===== config.mk =====
export PLATFORM = sky130hd
export DESIGN_NAME = move_entry
export DESIGN_NICKNAME = d
export VERILOG_FILES = /design/src/rtl/move_entry.sv
export SDC_FILE = /design/constraint.sdc
export NUM_CORES = 1
export LEC_CHECK = 0
export BUFFER_PORTS_ARGS = -buffer_cell sky130_fd_sc_hd__buf_4
export CAP_MARGIN = 20
export CORE_MARGIN = 2
export CORE_UTILIZATION = 30
export DETAILED_ROUTE_END_ITERATION = 16
export PLACE_DENSITY = 0.55
export SYNTH_ARGS = -nofsm -noshare
export SYNTH_HDL_FRONTEND = slang
export SYNTH_SLANG_ARGS = --single-unit

===== constraint.sdc =====
create_clock -name clk -period 2.26 [get_ports clk]
set_input_delay 0.113 -clock clk [delete_from_list [all_inputs] [get_ports clk]]
set_output_delay 0.113 -clock clk [all_outputs]
set_load 0.02 [all_outputs]

===== src/rtl/move_entry.sv =====
// move_entry
// ----------
// Player-input front end for the triangles-vs-circles game. It is the
// producer side of the move interface that the display/game logic consumes.
// Three raw push-buttons are synchronised and debounced. Presses on
// logic_1/logic_0 shift bits into an 8-bit coordinate, newest bit in bit 0.
// An activity press then either cancels a partial entry or submits a full
// one. A full entry is split into x = bits[7:4] and y = bits[3:0]. When both
// are on the grid, the move is offered downstream.
//
// Handshake: move_valid comes straight from a flop and never depends on
// move_ready. Once raised, move_valid and move_x/move_y/move_player hold
// steady until a clock edge samples move_valid & move_ready. That edge
// completes the transfer. move_ready has no effect while move_valid is low.
//
// Ports:
//   clk              system clock
//   reset            asynchronous, active-high reset
//   activity_button  raw button, submits or cancels the entry
//   logic_1_button   raw button, enters a 1 bit
//   logic_0_button   raw button, enters a 0 bit
//   move_valid       move offered downstream
//   move_ready       downstream accepts the move
//   move_x, move_y   column / row of the offered move
//   move_player      owner of the offered move / current turn (0 = triangle)
//   entry_bits       bits entered so far, newest in bit 0
//   bit_count        number of bits entered, 0..8
//   entry_error      one-cycle pulse on a rejected or cancelled entry
module move_entry #(
    parameter int DEBOUNCE_CYCLES = 250000,
    parameter int GRID_SIZE       = 10
) (
    input  logic       clk,
    input  logic       reset,
    input  logic       activity_button,
    input  logic       logic_1_button,
    input  logic       logic_0_button,
    output logic       move_valid,
    input  logic       move_ready,
    output logic [3:0] move_x,
    output logic [3:0] move_y,
    output logic       move_player,
    output logic [7:0] entry_bits,
    output logic [3:0] bit_count,
    output logic       entry_error
);

    localparam int              CW       = $clog2(DEBOUNCE_CYCLES + 1);
    localparam logic [CW-1:0]   CNT_MAX  = CW'(DEBOUNCE_CYCLES);
    localparam logic [4:0]      GRID_LIM = 5'(GRID_SIZE);

    // Button index: 2 = activity, 1 = logic_1, 0 = logic_0.
    localparam int B_ACT = 2;
    localparam int B_L1  = 1;
    localparam int B_L0  = 0;

    typedef enum logic [1:0] {
        COLLECT = 2'd0,
        FULL    = 2'd1,
        OFFER   = 2'd2
    } state_t;

    // ------------------------------------------------------------------
    // Input path: 2-flop synchroniser, debouncer, rising-edge detector
    // ------------------------------------------------------------------
    logic [2:0]    raw;
    logic [2:0]    sync1_q, sync1_d;
    logic [2:0]    sync2_q, sync2_d;
    logic [2:0]    deb_q, deb_d;
    logic [2:0]    deb_prev_q, deb_prev_d;
    logic [CW-1:0] cnt_q [3];
    logic [CW-1:0] cnt_d [3];
    logic [2:0]    press;

    assign raw = {activity_button, logic_1_button, logic_0_button};

    always_comb begin
        sync1_d    = raw;
        sync2_d    = sync1_q;
        deb_prev_d = deb_q;
        deb_d      = deb_q;
        for (int i = 0; i < 3; i++) begin
            cnt_d[i] = '0;
            if (sync2_q[i] != deb_q[i]) begin
                // The counter reaches CNT_MAX while the mismatch persists.
                // The level is accepted on the next edge, so a level that
                // is stable before edge 0 flips at edge 2 + DEBOUNCE_CYCLES.
                if (cnt_q[i] == CNT_MAX) begin
                    deb_d[i] = sync2_q[i];
                end else begin
                    cnt_d[i] = cnt_q[i] + 1'b1;
                end
            end
        end
    end

    always_ff @(posedge clk or posedge reset) begin
        if (reset) begin
            sync1_q    <= '0;
            sync2_q    <= '0;
            deb_q      <= '0;
            deb_prev_q <= '0;
            for (int i = 0; i < 3; i++) begin
                cnt_q[i] <= '0;
            end
        end else begin
            sync1_q    <= sync1_d;
            sync2_q    <= sync2_d;
            deb_q      <= deb_d;
            deb_prev_q <= deb_prev_d;
            for (int i = 0; i < 3; i++) begin
                cnt_q[i] <= cnt_d[i];
            end
        end
    end

    // Only rising edges of the debounced level are presses.
    assign press = deb_q & ~deb_prev_q;

    // Activity beats a logic press. logic_1 and logic_0 together cancel out.
    logic act_press;
    logic logic_press;
    logic logic_bit;

    assign act_press   = press[B_ACT];
    assign logic_press = (press[B_L1] ^ press[B_L0]) & ~press[B_ACT];
    assign logic_bit   = press[B_L1];

    // ------------------------------------------------------------------
    // Entry / offer FSM
    // ------------------------------------------------------------------
    state_t     state_q, state_d;
    logic [7:0] entry_bits_q, entry_bits_d;
    logic [3:0] bit_count_q, bit_count_d;
    logic       move_valid_q, move_valid_d;
    logic [3:0] move_x_q, move_x_d;
    logic [3:0] move_y_q, move_y_d;
    logic       move_player_q, move_player_d;
    logic       entry_error_q, entry_error_d;
    logic       coord_ok;

    assign coord_ok = ({1'b0, entry_bits_q[7:4]} < GRID_LIM) &&
                      ({1'b0, entry_bits_q[3:0]} < GRID_LIM);

    always_comb begin
        state_d       = state_q;
        entry_bits_d  = entry_bits_q;
        bit_count_d   = bit_count_q;
        move_valid_d  = move_valid_q;
        move_x_d      = move_x_q;
        move_y_d      = move_y_q;
        move_player_d = move_player_q;
        entry_error_d = 1'b0;

        case (state_q)
            COLLECT: begin
                if (act_press) begin
                    entry_bits_d  = '0;
                    bit_count_d   = '0;
                    entry_error_d = 1'b1;
                end else if (logic_press) begin
                    entry_bits_d = {entry_bits_q[6:0], logic_bit};
                    bit_count_d  = bit_count_q + 4'd1;
                    if (bit_count_q == 4'd7) begin
                        state_d = FULL;
                    end
                end
            end
            FULL: begin
                if (act_press) begin
                    if (coord_ok) begin
                        move_x_d     = entry_bits_q[7:4];
                        move_y_d     = entry_bits_q[3:0];
                        move_valid_d = 1'b1;
                        state_d      = OFFER;
                    end else begin
                        entry_bits_d  = '0;
                        bit_count_d   = '0;
                        entry_error_d = 1'b1;
                        state_d       = COLLECT;
                    end
                end
            end
            OFFER: begin
                // Button presses are dropped here on purpose. The player
                // has to wait for the move to be taken.
                if (move_valid_q && move_ready) begin
                    move_valid_d  = 1'b0;
                    move_player_d = ~move_player_q;
                    entry_bits_d  = '0;
                    bit_count_d   = '0;
                    state_d       = COLLECT;
                end
            end
            default: begin
                state_d = COLLECT;
            end
        endcase
    end

    always_ff @(posedge clk or posedge reset) begin
        if (reset) begin
            state_q       <= COLLECT;
            entry_bits_q  <= '0;
            bit_count_q   <= '0;
            move_valid_q  <= 1'b0;
            move_x_q      <= '0;
            move_y_q      <= '0;
            move_player_q <= 1'b0;
            entry_error_q <= 1'b0;
        end else begin
            state_q       <= state_d;
            entry_bits_q  <= entry_bits_d;
            bit_count_q   <= bit_count_d;
            move_valid_q  <= move_valid_d;
            move_x_q      <= move_x_d;
            move_y_q      <= move_y_d;
            move_player_q <= move_player_d;
            entry_error_q <= entry_error_d;
        end
    end

    assign move_valid  = move_valid_q;
    assign move_x      = move_x_q;
    assign move_y      = move_y_q;
    assign move_player = move_player_q;
    assign entry_bits  = entry_bits_q;
    assign bit_count   = bit_count_q;
    assign entry_error = entry_error_q;

endmodule


# Word level (Yosys, flattened, before mapping)
# Cells that the tools add are included.
# W data, S select, Z words.
dict set report totals {
  ff_bits 91
  out_inout_bits 23
}
dict set report op_classes {
  n_reduce_logical 13
  n_lt_le_gt_ge 2
  eq_ne 17
  addsub 4
  bitwise 6
  n_mux 33
}
# op count
set ops {}
lappend ops {{$mux W18} 6}
lappend ops {{$add A18 B1 Y18 const B} 3}
lappend ops {{$eq A18 B18 Y1 const B} 3}
lappend ops {{$mux W8} 5}
lappend ops {{$pmux W8 S3} 1}
lappend ops {{$mux W4} 5}
lappend ops {{$ne A2 B2 Y1 const B} 7}
lappend ops {{$mux W2} 6}
lappend ops {{$pmux W4 S3} 1}
lappend ops {{$reduce_and A5 Y1} 2}
lappend ops {{$lt A4 B4 Y1 const B} 2}
lappend ops {{$reduce_and A2 Y1} 4}
lappend ops {{$mux W1} 6}
lappend ops {{$pmux W2 S3} 1}
lappend ops {{$add A4 B1 Y4 const B} 1}
lappend ops {{$eq A4 B3 Y1 const B} 1}
lappend ops {{$pmux W1 S2} 2}
lappend ops {{$reduce_and A4 Y1} 1}
lappend ops {{$and A3 B3 Y3} 1}
lappend ops {{$ne A1 B1 Y1} 3}
lappend ops {{$ne A3 B3 Y1 const B} 1}
lappend ops {{$not A3 Y3} 1}
lappend ops {{$reduce_and A3 Y1} 1}
lappend ops {{$reduce_bool A3 Y1} 1}
lappend ops {{8 further kinds} 10}

# Logic depth before layout (Yosys ltp)
dict set report logic_depth {
  depth_word 7
  depth_mapped 8
  ltp_nobuf 6
}

# Worst setup path after synthesis
# Ideal clock, no wire load.
dict set report synth_path {
  path_type {register to register}
  start {register state_q[0]}
  end {register bit_count_q[2], in the netlist bit_count[2]}
  setup_slack_ns 0.576
  arrival_time_ns 1.615
  path_stages_with_launch 7
  n_path_buf 0
  required_ns 2.191
  path_cell_list {dfrtp_1 inv_1 ha_1 a221oi_4 nand2_2 or4_1 nand3_1}
}
dict set report synth_between {
  elab_chain_cells 3
  word_cells_on_any_way 10
  classes_between {eq/ne (6); mux (1); reduce/logical (3)}
}
# element line
set synth_lines {}
lappend synth_lines {{start, declared} 132} ;# state_t state_q, state_d;
lappend synth_lines {{start signal, assigned} 212} ;# state_q <= state_d;
lappend synth_lines {{$eq A2 B1 Y1 (tied with other cells)} 155} ;# case (state_q)
lappend synth_lines {{$ne A2 B2 Y1 (no source line) (tied with other cells)} --}
lappend synth_lines {{$reduce_and A5 Y1 (no source line)} --}
lappend synth_lines {{end signal, assigned} 214} ;# bit_count_q <= bit_count_d;
lappend synth_lines {{end, declared} 134} ;# logic [3:0] bit_count_q, bit_count_d;
# Parallel ways exist; a longest one is shown, timed or not.
# A chain may end at the register's enable or synchronous reset.

# Final worst setup path
dict set report layout_path {
  start {register state_q[0]}
  end {register entry_bits_q[5], in the netlist entry_bits[5]}
}
dict set report layout_between {
  elab_chain_cells 3
  word_cells_on_any_way 10
  classes_between {eq/ne (6); mux (1); reduce/logical (3)}
}
# element line
set layout_lines {}
lappend layout_lines {{$eq A2 B1 Y1 (tied with other cells)} 155}
lappend layout_lines {{$ne A2 B2 Y1 (no source line) (tied with other cells)} --}
lappend layout_lines {{$reduce_and A5 Y1 (no source line)} --}
lappend layout_lines {{end signal, assigned} 213} ;# entry_bits_q <= entry_bits_d;
lappend layout_lines {{end, declared} 133} ;# logic [7:0] entry_bits_q, entry_bits_d;
# Parallel ways exist; a longest one is shown, timed or not.

==> impl_metrics.xml <==
<?xml version="1.0" encoding="UTF-8"?>
<metrics>
  <group name="run_status">
    <metric name="status" unit="">finished clean</metric>
  </group>
  <group name="worst_setup_path">
    <metric name="timing.critical_path.max_delay_family" unit="">compound AO/OA/AOI/OAI gates</metric>
    <metric name="critPathMaxFanout" unit="">12</metric>
    <metric name="path_common_cell" unit="">sky130_fd_sc_hd__inv_1</metric>
    <metric name="timing.critical_path.required" unit="ns">2.49</metric>
    <metric name="startpoint_type" unit="">register</metric>
    <metric name="critPathKind" unit="">reg2reg</metric>
    <metric name="worst_path_largest_cell_delay" unit="ns">0.64</metric>
    <metric name="crit-reg2reg-launch" unit="">state_q[0]$_DFFE_PP0P_</metric>
    <metric name="worst-path-buf-inv" unit="">3</metric>
    <metric name="slowest_stage" unit="">sky130_fd_sc_hd__o311ai_2</metric>
    <metric name="cp_cell_sequence" unit="">inv_1, ha_1, inv_1, o311ai_2, buf_4, o21ai_0</metric>
    <metric name="timing.critical_path.to_type" unit="">register</metric>
    <metric name="crit_path_start" unit="">state_q[0]$_DFFE_PP0P_</metric>
    <metric name="signal_arrival_time_at_the_worst_endpoint" unit="ns">2.15</metric>
  </group>
  <group name="clock_tree">
    <metric name="clk_pin_slew_worst_paths" unit="ns">0.06</metric>
    <metric name="tritoncts.num_buffers" unit="">9</metric>
    <metric name="numClockSinks" unit="">91</metric>
    <metric name="clock_tree_from_tritoncts" unit="">yes</metric>
    <metric name="htreeDepth" unit="">3</metric>
    <metric name="cts_buffer_depth" unit="">2</metric>
    <metric name="cts.repair_timing.setup_buffer_count" unit="">0</metric>
    <metric name="clk-insertion-delay-late" unit="ns">0.35</metric>
    <metric name="clock_tree.root_cell" unit="">sky130_fd_sc_hd__clkbuf_16</metric>
  </group>
  <group name="die">
    <metric name="core_area" unit="mm2">0.0140</metric>
    <metric name="row_count" unit="">43</metric>
    <metric name="floorplan_die_height" unit="um">124</metric>
    <metric name="effective_utilization_at_floorplan" unit="%">30.8</metric>
    <metric name="die_w" unit="um">124</metric>
    <metric name="die_area" unit="mm2">0.0154</metric>
    <metric name="pin_count" unit="">29</metric>
  </group>
  <group name="yosys">
    <metric name="synthesized_netlist_net_count" unit="">433</metric>
    <metric name="synth_edf_count" unit="">0</metric>
    <metric name="commonest_cells_in_the_synthesized_netlist" unit="">91 x sky130_fd_sc_hd__dfrtp_1, 70 x sky130_fd_sc_hd__nor2_1, 33 x sky130_fd_sc_hd__nand2_1</metric>
    <metric name="yosysWarningCount" unit="">0</metric>
    <metric name="synth.area.top_cells" unit="">sky130_fd_sc_hd__dfrtp_1 53%, sky130_fd_sc_hd__nor2_1 6.1%, sky130_fd_sc_hd__xor2_1 6.1%, sky130_fd_sc_hd__xnor2_1 4.7%, sky130_fd_sc_hd__ha_1 3.2%</metric>
    <metric name="synth.largest_area_cell" unit="">sky130_fd_sc_hd__dfrtp_1</metric>
    <metric name="yosysMostFrequentCell" unit="">sky130_fd_sc_hd__dfrtp_1</metric>
    <metric name="synthesis.area" unit="mm2">0.00431</metric>
    <metric name="syn_inst" unit="">416</metric>
    <metric name="synthFlopType" unit="">sky130_fd_sc_hd__dfrtp_1</metric>
    <metric name="synthesis.area_per_instance" unit="um2">10.4</metric>
    <metric name="async_reset_ff_share" unit="%">100</metric>
    <metric name="yosysTopAreaCellShare" unit="%">52.8</metric>
    <metric name="synth.ff_latch_count" unit="">91</metric>
    <metric name="synth-seq-area-share" unit="%">52.8</metric>
    <metric name="yosys.cell_types.count" unit="">47</metric>
  </group>
  <group name="placed_design">
    <metric name="place_congestion" unit="">0.834</metric>
    <metric name="dpl.hpwl" unit="um">5580</metric>
    <metric name="port-buffer-count" unit="">28</metric>
  </group>
  <group name="min_path">
    <metric name="timing.hold.worst.class" unit="">in2reg</metric>
    <metric name="worst_hold_startpoint" unit="">move_ready</metric>
  </group>
  <group name="routing">
    <metric name="first_iter_violations" unit="">225</metric>
    <metric name="length_of_routed_wiring_on_met1" unit="um">3700</metric>
    <metric name="finalWirelength" unit="um">7920</metric>
    <metric name="route.vias.total" unit="">2992</metric>
    <metric name="remaining_drc_errors" unit="">0</metric>
    <metric name="wl_met3" unit="um">339</metric>
    <metric name="route.antenna.remaining_nets" unit="">0</metric>
    <metric name="drt-wirelength-per-cell" unit="um">12.4</metric>
    <metric name="dr.max_layer_used" unit="">met4</metric>
    <metric name="drtPass1Iterations" unit="">4</metric>
    <metric name="route.detailed.vias_per_inst" unit="">4.68</metric>
    <metric name="wl_met2" unit="um">3730</metric>
  </group>
  <group name="power_and_ir_drop">
    <metric name="power_density" unit="mW/mm2">730</metric>
    <metric name="total_leakage_power" unit="nW">2.29</metric>
    <metric name="ir_worst_vdd" unit="mV">0.403</metric>
  </group>
  <group name="cells_and_area">
    <metric name="fillers" unit="">1370</metric>
    <metric name="layout.nets" unit="">471</metric>
    <metric name="multiInputGateArea" unit="mm2">0.00190</metric>
    <metric name="sequential_cell_area" unit="mm2">0.00228</metric>
    <metric name="drive_gt1_share" unit="%">15.5</metric>
    <metric name="postLayoutCoreUtil" unit="%">36.6</metric>
    <metric name="insertedDiodeCount" unit="">0</metric>
    <metric name="area_growth_syn_to_layout" unit="%">18.7</metric>
  </group>
  <group name="grt">
    <metric name="grt_pass1_wl" unit="um">13600</metric>
    <metric name="number_of_global_route_vias_before_repair" unit="">2907</metric>
    <metric name="grt_antenna_before_repair" unit="">0</metric>
    <metric name="grt_overflow" unit="">0</metric>
    <metric name="grtUsageTotal" unit="%">11.3</metric>
    <metric name="grt_start_max_net_pins" unit="">42</metric>
  </group>
  <group name="sta">
    <metric name="unrepaired_setup_endpoints_after_global_routing" unit="">no</metric>
    <metric name="setup_viol_count_final" unit="">0</metric>
    <metric name="totalNegativeSetupSlack" unit="ns">0</metric>
    <metric name="drv_slew" unit="">0</metric>
    <metric name="finalCritPeriodShare" unit="%">85.1</metric>
    <metric name="worst-slew-pin-transition" unit="ns">0.683</metric>
    <metric name="worst_slew_slack_as_a_fraction_of_its_limit" unit="%">54.4</metric>
    <metric name="clock.fmax" unit="MHz">520</metric>
    <metric name="skew" unit="ns">0.00705</metric>
    <metric name="number_of_failing_hold_endpoints_at_the_final_stage" unit="">0</metric>
    <metric name="min_period" unit="ns">1.92</metric>
  </group>
  <group name="job">
    <metric name="cap_viol_max_count" unit="">0</metric>
  </group>
</metrics>
-- cell families (layout without fill, tap and decap cells) --
family / count (synthesis) / in the layout / share of synthesized area, %
AOI/OAI and AO/OA: 23 / 23 / 3.80
and+or+nand+nor: 196 / 196 / 23.0
muxes: 12 / 12 / 3.10
DFF: 91 / 91 / 52.8
xor gates and xnor gates: 53 / 53 / 10.8
adders and majority gates: 11 / 11 / 3.19
buffers and inverters: 30 / 73 / 3.31
-- worst min-delay path: stages --
cell and delay [ns]:
sky130_fd_sc_hd__buf_4 0.12, sky130_fd_sc_hd__nand3_1 0.09, sky130_fd_sc_hd__xnor2_1 0.07
-- routing by layer --
metal  global-route usage [%]  up-vias
li1                         -     1482
met1                     13.8     1446
met2                     18.8       50
met3                     3.62       14
met4                     4.35        0
met5                        0        -
-- per-stage QoR --
stage	std cells	hold slack [ns]	power, W	setup WS, ns	cell area [um2]
floorplan	416	0.144	0.00201	0.576	4320
global placement	619	0.161	0.00214	0.413	4750
detailed placement	619	0.170	0.00214	0.313	4750
CTS	639	0.0694	0.00381	0.310	5120
global route	639	0.0756	0.00394	0.132	5120
finish	639	0.0850	0.00374	0.336	5120
-- path summary, 6_finish.rpt --
path | slack, ns | cells past startpoint | endpoint
min reg2reg | 0.35 | 0 | sync2_q[1]$_DFF_PP0_
max in group asynchronous | 1.35 | 4 | cnt_q[10]$_DFF_PP0_
max reg2reg | 0.34 | 6 | entry_bits[5]$_DFFE_PP0P_
max | 0.34 | 6 | entry_bits[5]$_DFFE_PP0P_
min in group asynchronous | 0.34 | 3 | cnt_q[3]$_DFF_PP0_
min | 0.08 | 3 | move_player$_DFFE_PP0P_
-- registers in the layout (all words and copies together), names as in the netlist --
signal       flops
sync2_q          3
state_q          2
cnt_q           54
move_valid       1
sync1_q          3
entry_bits       8
deb_prev_q       3
bit_count        4
deb_prev_d       3
move_x           4
move_y           4
entry_error      1
move_player      1
-- final cells by class --
cell class | instances | area share [%]
multi-input combinational | 295 | 37.1
sequential | 91 | 44.5
clock buffer | 11 | 4.74
timing repair buffer | 39 | 6.16
clock inverter | 5 | 1.66
inverter | 18 | 1.39
tap | 180 | 4.40
-- report_power, final --
part	switching, W	total, W	internal (W)	leakage [nW]
Sequential	0.0000709	0.00176	0.00169	1.23
Combinational	0.000204	0.000354	0.000150	0.900
Clock	0.000619	0.00162	0.00100	0.156
Total	0.000894	0.00374	0.00284	2.29
-- layout by cell type, fill, tap and decap left out, types with 14 or more instances in the layout --
cell type,n
sky130_fd_sc_hd__inv_1,17
sky130_fd_sc_hd__buf_4,34
sky130_fd_sc_hd__nand3_1,27
sky130_fd_sc_hd__nand4_1,14
sky130_fd_sc_hd__xnor2_1,23
sky130_fd_sc_hd__nor2_1,70
sky130_fd_sc_hd__xor2_1,30
sky130_fd_sc_hd__dfrtp_1,91
sky130_fd_sc_hd__nand2_1,33
-- repair_timing --
action	4_1_cts	5_1_grt
hold buffers	4	0
endpoints found under the hold margin	20	0
resized for setup	0	0
No activity file was read; power rests on OpenSTA's default activity.
